===== src/rtl/execute_cycle_pkg.sv =====
// Shared encodings for the RV32I execute stage: ALU operations, forwarding
// selects, result-source codes and branch funct3 values.
package riscv_pkg;

  typedef enum logic [3:0] {
    ALU_ADD  = 4'b0000,
    ALU_SUB  = 4'b0001,
    ALU_AND  = 4'b0010,
    ALU_OR   = 4'b0011,
    ALU_XOR  = 4'b0100,
    ALU_SLT  = 4'b0101,
    ALU_SLTU = 4'b0110,
    ALU_SLL  = 4'b0111,
    ALU_SRL  = 4'b1000,
    ALU_SRA  = 4'b1001,
    ALU_MUL  = 4'b1010
  } alu_op_e;

  localparam logic [1:0] FWD_RF = 2'b00;
  localparam logic [1:0] FWD_W  = 2'b01;
  localparam logic [1:0] FWD_M  = 2'b10;

  localparam logic [1:0] RES_ALU = 2'b00;
  localparam logic [1:0] RES_MEM = 2'b01;
  localparam logic [1:0] RES_PC4 = 2'b10;

  localparam logic [2:0] F3_BEQ  = 3'b000;
  localparam logic [2:0] F3_BNE  = 3'b001;
  localparam logic [2:0] F3_BLT  = 3'b100;
  localparam logic [2:0] F3_BGE  = 3'b101;
  localparam logic [2:0] F3_BLTU = 3'b110;
  localparam logic [2:0] F3_BGEU = 3'b111;

endpackage


===== src/rtl/execute_cycle_alu.sv =====
// Combinational RV32I ALU. Optional multiplier on op 1010 when EXEC_MUL_EN
// is defined; otherwise that code returns 0 and no multiplier exists.
import riscv_pkg::*;

module alu_unit #(
  parameter int XLEN = 32
) (
  input  logic [XLEN-1:0] a_i,
  input  logic [XLEN-1:0] b_i,
  input  logic [3:0]      alu_ctrl_i,
  output logic [XLEN-1:0] result_o,
  output logic            zero_o
);

  logic [4:0] shamt;
  assign shamt = b_i[4:0];

  // operation select; unlisted codes produce 0
  always_comb begin
    result_o = '0;
    case (alu_ctrl_i)
      ALU_ADD:  result_o = a_i + b_i;
      ALU_SUB:  result_o = a_i - b_i;
      ALU_AND:  result_o = a_i & b_i;
      ALU_OR:   result_o = a_i | b_i;
      ALU_XOR:  result_o = a_i ^ b_i;
      ALU_SLT:  result_o = {{(XLEN-1){1'b0}}, ($signed(a_i) < $signed(b_i))};
      ALU_SLTU: result_o = {{(XLEN-1){1'b0}}, (a_i < b_i)};
      ALU_SLL:  result_o = a_i << shamt;
      ALU_SRL:  result_o = a_i >> shamt;
      ALU_SRA:  result_o = $unsigned($signed(a_i) >>> shamt);
`ifdef EXEC_MUL_EN
      ALU_MUL:  result_o = a_i * b_i;
`endif
      default:  result_o = '0;
    endcase
  end

  assign zero_o = (result_o == '0);

endmodule


===== src/rtl/execute_cycle.sv =====
// RV32I execute stage: operand forwarding, ALU, branch/jump resolution and
// the EX/MEM pipeline register. Build option: EXEC_MUL_EN adds MUL (op 1010).
import riscv_pkg::*;

module execute_cycle #(
  parameter int              XLEN            = 32,
  parameter logic [XLEN-1:0] RESET_PC_TARGET = '0
) (
  input  logic            clk,
  input  logic            rst,
  input  logic            RegWriteE,
  input  logic            MemWriteE,
  input  logic [1:0]      ResultSrcE,
  input  logic            BranchE,
  input  logic            JumpE,
  input  logic            JalrE,
  input  logic            ALUSrcE,
  input  logic [3:0]      ALUControlE,
  input  logic [2:0]      Funct3E,
  input  logic [XLEN-1:0] RD1_E,
  input  logic [XLEN-1:0] RD2_E,
  input  logic [XLEN-1:0] Imm_Ext_E,
  input  logic [XLEN-1:0] PCE,
  input  logic [XLEN-1:0] PCPlus4E,
  input  logic [4:0]      RD_E,
  input  logic [1:0]      ForwardAE,
  input  logic [1:0]      ForwardBE,
  input  logic [XLEN-1:0] ResultW,
  input  logic            EnM,
  output logic            PCSrcE,
  output logic [XLEN-1:0] PCTargetE,
  output logic            RegWriteM,
  output logic            MemWriteM,
  output logic [1:0]      ResultSrcM,
  output logic [4:0]      RD_M,
  output logic [XLEN-1:0] PCPlus4M,
  output logic [XLEN-1:0] WriteDataM,
  output logic [XLEN-1:0] ALU_ResultM_out
);

  logic [XLEN-1:0] src_a, write_data, src_b;
  logic [XLEN-1:0] alu_result, jalr_sum, pc_target;
  logic            alu_zero_unused;
  logic            branch_taken;

  logic            reg_write_q, reg_write_d;
  logic            mem_write_q, mem_write_d;
  logic [1:0]      result_src_q, result_src_d;
  logic [4:0]      rd_q, rd_d;
  logic [XLEN-1:0] pc_plus4_q, pc_plus4_d;
  logic [XLEN-1:0] write_data_q, write_data_d;
  logic [XLEN-1:0] alu_result_q, alu_result_d;

  // operand forwarding; 11 falls back to the register-file value
  always_comb begin
    src_a = RD1_E;
    case (ForwardAE)
      FWD_W:   src_a = ResultW;
      FWD_M:   src_a = alu_result_q;
      default: src_a = RD1_E;
    endcase
    write_data = RD2_E;
    case (ForwardBE)
      FWD_W:   write_data = ResultW;
      FWD_M:   write_data = alu_result_q;
      default: write_data = RD2_E;
    endcase
  end

  assign src_b = ALUSrcE ? Imm_Ext_E : write_data;

  alu_unit #(.XLEN(XLEN)) u_alu (
    .a_i        (src_a),
    .b_i        (src_b),
    .alu_ctrl_i (ALUControlE),
    .result_o   (alu_result),
    .zero_o     (alu_zero_unused)
  );

  // branch condition straight from the operands, independent of ALU op
  always_comb begin
    branch_taken = 1'b0;
    case (Funct3E)
      F3_BEQ:  branch_taken = (src_a == src_b);
      F3_BNE:  branch_taken = (src_a != src_b);
      F3_BLT:  branch_taken = ($signed(src_a) <  $signed(src_b));
      F3_BGE:  branch_taken = ($signed(src_a) >= $signed(src_b));
      F3_BLTU: branch_taken = (src_a <  src_b);
      F3_BGEU: branch_taken = (src_a >= src_b);
      default: branch_taken = 1'b0;
    endcase
  end

  assign jalr_sum  = src_a + Imm_Ext_E;
  assign pc_target = JalrE ? {jalr_sum[XLEN-1:1], 1'b0} : (PCE + Imm_Ext_E);
  assign PCSrcE    = JumpE | (BranchE & branch_taken);
  assign PCTargetE = rst ? RESET_PC_TARGET : pc_target;

  // EX/MEM next state: load when enabled, otherwise hold
  always_comb begin
    reg_write_d  = reg_write_q;
    mem_write_d  = mem_write_q;
    result_src_d = result_src_q;
    rd_d         = rd_q;
    pc_plus4_d   = pc_plus4_q;
    write_data_d = write_data_q;
    alu_result_d = alu_result_q;
    if (EnM) begin
      reg_write_d  = RegWriteE;
      mem_write_d  = MemWriteE;
      result_src_d = ResultSrcE;
      rd_d         = RD_E;
      pc_plus4_d   = PCPlus4E;
      write_data_d = write_data;
      alu_result_d = alu_result;
    end
  end

  // EX/MEM register, cleared asynchronously
  always_ff @(posedge clk or posedge rst) begin
    if (rst) begin
      reg_write_q  <= 1'b0;
      mem_write_q  <= 1'b0;
      result_src_q <= 2'b00;
      rd_q         <= 5'd0;
      pc_plus4_q   <= '0;
      write_data_q <= '0;
      alu_result_q <= '0;
    end else begin
      reg_write_q  <= reg_write_d;
      mem_write_q  <= mem_write_d;
      result_src_q <= result_src_d;
      rd_q         <= rd_d;
      pc_plus4_q   <= pc_plus4_d;
      write_data_q <= write_data_d;
      alu_result_q <= alu_result_d;
    end
  end

  assign RegWriteM       = reg_write_q;
  assign MemWriteM       = mem_write_q;
  assign ResultSrcM      = result_src_q;
  assign RD_M            = rd_q;
  assign PCPlus4M        = pc_plus4_q;
  assign WriteDataM      = write_data_q;
  assign ALU_ResultM_out = alu_result_q;

endmodule

===== config.mk =====
export PLATFORM = sky130hd
export DESIGN_NAME = execute_cycle
export DESIGN_NICKNAME = d
export VERILOG_FILES = /design/src/rtl/execute_cycle_pkg.sv /design/src/rtl/execute_cycle_alu.sv /design/src/rtl/execute_cycle.sv
export SDC_FILE = /design/constraint.sdc
export NUM_CORES = 1
export LEC_CHECK = 0
export BUFFER_PORTS_ARGS = -buffer_cell sky130_fd_sc_hd__buf_2
export CAP_MARGIN = 20
export CORE_MARGIN = 2
export CORE_UTILIZATION = 41
export CTS_CLUSTER_DIAMETER = 120
export DETAILED_ROUTE_END_ITERATION = 10
export PLACE_DENSITY = 0.72
export SLEW_MARGIN = 20
export SYNTH_ARGS = -nofsm -noshare
export SYNTH_HDL_FRONTEND = slang
export SYNTH_HIERARCHICAL = 1
export SYNTH_SLANG_ARGS = --single-unit
export TNS_END_PERCENT = 50

===== constraint.sdc =====
create_clock -name clk -period 6.6 [get_ports clk]
set_input_delay 0.99 -clock clk [delete_from_list [all_inputs] [get_ports clk]]
set_output_delay 0.99 -clock clk [all_outputs]
set_load 0.03 [all_outputs]

==> results.py, run 1 <==
metrics = {
    "drt": {
        "drt-met1-wl_mm": 38.7,
        "maxUsedRoutingLayer": "met5",
        "avg_vias_per_cell": 6.59,
        "first_pass_iters": 6,
        "postRouteWirelength_mm": 97.4,
        "met3_length_mm": 9.84,
        "drt_iter0_drc": 2640,
        "met2_routed_wl_mm": 44.1,
        "detailroute.via_count": 22863,
        "remaining_drc_errors": 0,
        "detailed_route_wire_length_per_cell_um": 28.1,
        "antenna_left": 0,
    },
    "synthesis": {
        "mappedNetlistNets": 2988,
        "ys_warnings": 6,
        "postSynthCellCount": 2571,
        "post_synthesis_instance_area_mm2": 0.0194,
        "synth.avg_cell_area_um2": 7.53,
    },
    "critical_path": {
        "crit_path_end": "PCSrcE",
        "worst_r2r_path_depth": 18,
        "arrival_ps": 5160,
        "timing_worst_setup_path_type": "in2out",
        "endpoint_kind": "output pin",
        "reg2reg_setup_slack_ps": 1640,
        "critical_path.max_fanout": 44,
        "crit_path_start": "ForwardBE[0]",
        "r2r-end": "ALU_ResultM_out[28]$_DFFE_PP0P_",
        "setup.worst_path.start_class": "primary input",
        "worstPathRequired_ps": 5610,
        "source_of_the_worst_register_to_register_timing_path": "ALU_ResultM_out[2]$_DFFE_PP0P_",
    },
    "pwr": {
        "ir_drop_mv": 0.128,
        "p_int_w": 0.00220,
        "power.net_switching_w": 0.00265,
        "power.density_mw_per_mm2": 219,
        "power.share.sequential_pct": 18.8,
        "leakage_nw": 10.3,
        "netSwitchingFraction_pct": 54.7,
        "power.share.combinational_pct": 68.3,
        "share_clk_of_total_power_pct": 12.9,
    },
    "global_route": {
        "largest_net_degree_at_the_start_of_global_routing": 82,
        "grt.total_usage_pct": 38.2,
        "number_of_global_route_vias_before_repair": 21909,
        "antenna_violations_before_repair": 17,
        "global_route.overflow_total": 0,
        "grt_first_pass_wirelength_mm": 143,
    },
    "clock_network": {
        "post-cts-setup-buffers": 0,
        "ctsRootBufferMaster": "sky130_fd_sc_hd__clkbuf_16",
        "tritoncts": "yes",
        "clkLatencyLatePin_ps": 410,
        "tritoncts_num_sinks": 105,
        "cts_clk_pin_slew_worst_paths_ps": 80,
        "h-tree-depth": 3,
        "ctsHoldBuffers": 0,
        "numCtsBuffers": 9,
        "cts_resized": 0,
        "cts-root-to-sink-buffers": 2,
    },
    "place": {
        "count_of_input_and_output_buffers": 356,
        "hpwl_mm": 78.3,
        "place.gp.congestion": 1.01,
        "dpl-instance-area_mm2": 0.0218,
    },
    "sta": {
        "fmax_ghz": 0.163,
        "final_max_slew_viol_count": 0,
        "finalClockSkew_ps": 19.7,
        "post-route-min-period_ps": 6150,
        "totalNegativeSetupSlack_ps": 0,
        "hold_violations": 0,
        "setup_viol_count_final": 0,
        "tightest_slew_ps": 1090,
        "finalCritPeriodShare_pct": 93.2,
        "maxSlewHeadroom_pct": 26.9,
        "grt_setup_unrepaired": "false",
    },
    "layout": {
        "final_design_area_no_fill_mm2": 0.0222,
        "area_growth_pct": 14.4,
        "filler_cell_count": 4648,
        "finalNetCount": 3268,
        "drive_gt1_share_pct": 21.4,
    },
    "flow_run": {
        "maxCapViolations": 0,
    },
    "floorplan": {
        "rows": 79,
        "fp.dieW_um": 221,
        "die_h_um": 221,
        "start_util_pct": 41.6,
        "core_area_mm2": 0.0466,
        "dieArea_mm2": 0.0490,
        "ports": 357,
    },
    "status": {
        "run_status": "complete, no violations",
    },
    "worst_hold_path": {
        "worstHoldPathType": "reg2reg",
    },
}
[final cells by class]
| class | instances | area, µm² | area share [%] |
|---|---|---|---|
| inverter | 195 | 734 | 3.31 |
| antenna | 5 | 12.5 | 0.0565 |
| clock buffer | 10 | 229 | 1.03 |
| multi-input combinational | 2110 | 15400 | 69.3 |
| sequential | 105 | 2630 | 11.9 |
| tap | 607 | 759 | 3.43 |
| clock inverter | 6 | 83.8 | 0.378 |
| timing repair buffer | 430 | 2360 | 10.6 |
[through the flow]
step                total power (W)  cells  worst slack (ps)  util, %  hold slack (ps)
global route                0.00508   3464               307     47.6              526
global placement            0.00411   3447               585     46.9              484
finish                      0.00485   3468               449     47.6              508
CTS                         0.00476   3463               562     47.6              509
detailed placement          0.00412   3447               493     46.9              490
floorplan                   0.00300   2571               119        -              654
[state kept, by name (all words and copies together), names as in the netlist]
name / flops
RegWriteM: 1
MemWriteM: 1
ResultSrcM: 2
PCPlus4M: 32
WriteDataM: 32
ALU_ResultM_out: 32
RD_M: 5
[power by group through the flow]
| stage | Combinational, W | Sequential (W) | Clock, W |
|---|---|---|---|
| global route | 0.00350 | 0.000919 | 0.000660 |
| floorplan | 0.00193 | 0.00108 | 0 |
| global placement | 0.00319 | 0.000917 | 0 |
| detailed placement | 0.00320 | 0.000916 | 0 |
| CTS | 0.00322 | 0.000906 | 0.000635 |
| finish | 0.00331 | 0.000913 | 0.000625 |
[worst max-delay path, cell delays in order]
cell and delay, ps:
sky130_fd_sc_hd__buf_2 200, sky130_fd_sc_hd__inv_1 70, sky130_fd_sc_hd__ha_2 540, sky130_fd_sc_hd__buf_4 470, sky130_fd_sc_hd__a21oi_1 190, sky130_fd_sc_hd__o21a_1 250
sky130_fd_sc_hd__ha_1 330, sky130_fd_sc_hd__nand4_1 180, sky130_fd_sc_hd__nor4_1 860, sky130_fd_sc_hd__nand2_1 200, sky130_fd_sc_hd__xor2_1 190, sky130_fd_sc_hd__nor2_1 80
sky130_fd_sc_hd__o21ai_0 80, sky130_fd_sc_hd__o31ai_1 260, sky130_fd_sc_hd__buf_2 270
[worst min-delay path by stage]
stage	from	end	slack, ps	cells past startpoint
CTS	PCPlus4M[10]$_DFFE_PP0P_	PCPlus4M[10]$_DFFE_PP0P_	510	1
global placement	PCPlus4M[22]$_DFFE_PP0P_	PCPlus4M[22]$_DFFE_PP0P_	480	1
finish	PCPlus4M[28]$_DFFE_PP0P_	PCPlus4M[28]$_DFFE_PP0P_	510	1
detailed placement	PCPlus4M[10]$_DFFE_PP0P_	PCPlus4M[10]$_DFFE_PP0P_	490	1
global route	MemWriteM$_DFFE_PP0P_	MemWriteM$_DFFE_PP0P_	530	1
floorplan	WriteDataM[10]$_DFFE_PP0P_	WriteDataM[10]$_DFFE_PP0P_	650	2
[routing by layer]
metal,GRT usage [%],up-vias
li1,-,10117
met1,49.5,11001
met2,61.5,1467
met3,7.65,256
met4,16.5,22
met5,0,-
[cells in the final DEF (no fill, tap or decap), types with 16 or more instances in the layout]
cell type / count
sky130_fd_sc_hd__buf_4: 73
sky130_fd_sc_hd__ha_1: 192
sky130_fd_sc_hd__nor2b_1: 25
sky130_fd_sc_hd__a22oi_1: 83
sky130_fd_sc_hd__o21ai_1: 17
sky130_fd_sc_hd__buf_2: 355
sky130_fd_sc_hd__mux2_2: 91
sky130_fd_sc_hd__nand2_1: 244
sky130_fd_sc_hd__o31ai_1: 25
sky130_fd_sc_hd__a21oi_1: 200
sky130_fd_sc_hd__a21o_1: 45
sky130_fd_sc_hd__xnor2_1: 35
sky130_fd_sc_hd__nand3_1: 57
sky130_fd_sc_hd__mux2i_1: 91
sky130_fd_sc_hd__nor3_1: 49
sky130_fd_sc_hd__nand4_1: 32
sky130_fd_sc_hd__o22ai_1: 32
sky130_fd_sc_hd__mux4_2: 34
sky130_fd_sc_hd__inv_1: 190
sky130_fd_sc_hd__o211ai_1: 33
sky130_fd_sc_hd__nor2_1: 218
sky130_fd_sc_hd__dfrtp_1: 105
sky130_fd_sc_hd__o21a_1: 50
sky130_fd_sc_hd__a211oi_1: 43
sky130_fd_sc_hd__a221oi_1: 16
sky130_fd_sc_hd__a31oi_1: 32
sky130_fd_sc_hd__xor2_1: 31
sky130_fd_sc_hd__o21ai_0: 132
sky130_fd_sc_hd__nand2b_1: 22
sky130_fd_sc_hd__o221ai_1: 19
sky130_fd_sc_hd__o21bai_1: 17
(Power assumes the default switching activity.)
==> inputs of run 2 (changes only) <==
Settings changed: RECOVER_POWER set to 50.
==> results.py, run 2 (synthesis results as in run 1) <==
metrics = {
    "status": {
        "run_status": "finished with violations",
        "failed_checks": "max-capacitance violations, max-slew violations",
    },
    "sta": {
        "post-route-min-period_ps": 6170,
        "hold_violations": 0,
        "setup_viol_count_final": 0,
        "finalClockSkew_ps": 17.8,
        "tightest_slew_ps": 4680,
        "fmax_ghz": 0.162,
        "final.setup.worst_slack_ps": 430,
        "final_max_slew_viol_count": 188,
        "totalNegativeSetupSlack_ps": 0,
        "grt_setup_unrepaired": "false",
        "maxSlewHeadroom_pct": -212,
        "finalCritPeriodShare_pct": 93.5,
    },
    "critical_path": {
        "arrival_ps": 5180,
        "setup.worst_path.start_class": "primary input",
        "critical_path.top_delay_family": "simple AND/OR/NAND/NOR gates",
        "largest_stage_delay_on_the_critical_path_ps": 880,
        "source_of_the_worst_register_to_register_timing_path": "ALU_ResultM_out[0]$_DFFE_PP0P_",
        "crit_top_cell": "sky130_fd_sc_hd__buf_2",
        "reg2reg_setup_slack_ps": 1640,
        "endpoint_kind": "output pin",
        "crit_path_top_delay_cell": "sky130_fd_sc_hd__nor4_1",
        "critical_path.cell_chain": "buf_2, inv_1, ha_2, buf_4, a21oi_1, o21a_1, ha_1, nand4_1, nor4_1, nand2_1, xor2_1, nor2_1, o21ai_0, o31ai_1, buf_2",
        "timing.critical_path.buf_inv": 4,
        "critical_path.max_fanout": 44,
        "worstPathRequired_ps": 5610,
        "r2r-end": "ALU_ResultM_out[28]$_DFFE_PP0P_",
        "worst_r2r_path_depth": 18,
        "timing_worst_setup_path_type": "in2out",
    },
    "pwr": {
        "share_clk_of_total_power_pct": 13.0,
        "power.share.combinational_pct": 68.1,
        "p_int_w": 0.00218,
        "power.density_mw_per_mm2": 219,
        "leakage_nw": 9.97,
        "power.net_switching_w": 0.00266,
        "power.share.sequential_pct": 18.9,
        "netSwitchingFraction_pct": 55.0,
        "ir_drop_mv": 0.128,
    },
    "drt": {
        "detailed_route_wire_length_per_cell_um": 28.0,
        "first_pass_iters": 6,
        "postRouteWirelength_mm": 97.3,
        "antenna_left": 0,
        "avg_vias_per_cell": 6.59,
        "remaining_drc_errors": 0,
        "drt_iter0_drc": 2716,
        "detailroute.via_count": 22874,
    },
    "place": {
        "count_of_input_and_output_buffers": 356,
        "place.gp.congestion": 1.01,
        "dpl-instance-area_mm2": 0.0218,
        "hpwl_mm": 78.3,
        "dpl_worst_slack_ps": 493,
    },
    "layout": {
        "drive_gt1_share_pct": 18.0,
        "multiInputGateArea_mm2": 0.0154,
        "area_growth_pct": 13.8,
        "layout_common_cells": "sky130_fd_sc_hd__buf_2 (261), sky130_fd_sc_hd__nand2_1 (244), sky130_fd_sc_hd__nor2_1 (218), sky130_fd_sc_hd__a21oi_1 (200), sky130_fd_sc_hd__ha_1 (192)",
        "layout.area.seq_mm2": 0.00263,
        "finalNetCount": 3268,
        "final_design_area_no_fill_mm2": 0.0220,
        "filler_cell_count": 4698,
        "layout.cells.most_common": "sky130_fd_sc_hd__buf_2",
    },
    "global_route": {
        "largest_net_degree_at_the_start_of_global_routing": 82,
        "grt.total_usage_pct": 38.2,
        "antenna_violations_before_repair": 17,
        "global_route.overflow_total": 0,
        "number_of_global_route_vias_before_repair": 21909,
        "grt_first_pass_wirelength_mm": 143,
    },
    "worst_hold_path": {
        "hold-path-endpoint": "PCPlus4M[4]$_DFFE_PP0P_",
        "worstHoldPathType": "reg2reg",
        "worst_hold_startpoint": "PCPlus4M[4]$_DFFE_PP0P_",
        "hold-path-cell-count": 1,
    },
    "clock_network": {
        "cts-root-to-sink-buffers": 2,
        "tritoncts": "yes",
        "numCtsBuffers": 9,
        "ctsHoldBuffers": 0,
        "tritoncts_num_sinks": 105,
        "cts_resized": 0,
        "h-tree-depth": 3,
        "ctsRootBufferMaster": "sky130_fd_sc_hd__clkbuf_16",
        "post-cts-setup-buffers": 0,
        "clkLatencyLatePin_ps": 410,
        "cts_clk_pin_slew_worst_paths_ps": 80,
    },
    "floorplan": {
        "die_h_um": 221,
        "ports": 357,
        "rows": 79,
        "core_area_mm2": 0.0466,
        "fp.dieW_um": 221,
        "dieArea_mm2": 0.0490,
        "start_util_pct": 41.6,
    },
    "flow_run": {
        "maxCapViolations": 3,
    },
}
run 2: how the worst max path moves through the flow:
stage,endpoint,start,cells after the start
floorplan,ALU_ResultM_out[28]$_DFFE_PP0P_,ForwardBE[0],26
global placement,PCSrcE,ForwardBE[0],16
detailed placement,ALU_ResultM_out[28]$_DFFE_PP0P_,ForwardBE[0],22
CTS,PCSrcE,ForwardBE[0],16
global route,PCSrcE,ForwardBE[0],17
finish,PCSrcE,ForwardBE[0],15
run 2: layout make-up:
| cell class | count | area share, % |
|---|---|---|
| diodes | 7 | 0.0795 |
| flip-flops and latches | 105 | 11.9 |
| inverters | 195 | 3.33 |
| multi-input cells | 2110 | 69.7 |
| repair buffers | 430 | 10.1 |
| clock inverters | 6 | 0.380 |
| clock buffers | 10 | 1.04 |
| well taps | 607 | 3.45 |
run 2: per-layer routing:
| layer | global-route usage [%] | wire length, µm | vias to the layer above |
|---|---|---|---|
| met5 | 0 | 169 | - |
| met4 | 16.5 | 4680 | 24 |
| met3 | 7.65 | 9920 | 272 |
| met2 | 61.5 | 44100 | 1451 |
| met1 | 49.5 | 38500 | 10993 |
| li1 | - | - | 10134 |
run 2: stage by stage:
| stage | instances | hold slack (ps) | power (W) | util, % |
|---|---|---|---|---|
| CTS | 3463 | 509 | 0.00476 | 47.6 |
| finish | 3470 | 512 | 0.00483 | 47.3 |
| detailed placement | 3447 | 490 | 0.00412 | 46.9 |
| global route | 3464 | 532 | 0.00506 | 47.3 |
| global placement | 3447 | 484 | 0.00411 | 46.9 |
| floorplan | 2571 | 654 | 0.00300 | - |
run 2: worst reg2reg max path, cell delays in order (launching register included):
cell	delay, ps
sky130_fd_sc_hd__dfrtp_1	560
sky130_fd_sc_hd__a22oi_1	170
sky130_fd_sc_hd__o21ai_0	260
sky130_fd_sc_hd__buf_4	210
sky130_fd_sc_hd__inv_1	70
sky130_fd_sc_hd__ha_1	210
sky130_fd_sc_hd__inv_1	80
sky130_fd_sc_hd__fa_1	230
sky130_fd_sc_hd__nand2b_1	100
sky130_fd_sc_hd__a2111o_1	480
sky130_fd_sc_hd__a2111o_1	520
sky130_fd_sc_hd__a31o_1	290
sky130_fd_sc_hd__o31ai_1	350
sky130_fd_sc_hd__a41oi_1	290
sky130_fd_sc_hd__o31ai_1	350
sky130_fd_sc_hd__a21oi_1	130
sky130_fd_sc_hd__nor3_1	140
sky130_fd_sc_hd__o32ai_1	100
sky130_fd_sc_hd__mux2_2	280
run 2: power by group through the flow:
stage                     clock network [W]  logic (W)  registers (W)
after floorplan                           0    0.00193        0.00108
after global placement                    0    0.00319       0.000917
after detailed placement                  0    0.00320       0.000916
after CTS                          0.000635    0.00322       0.000906
after global routing               0.000660    0.00348       0.000923
final                              0.000626    0.00329       0.000915
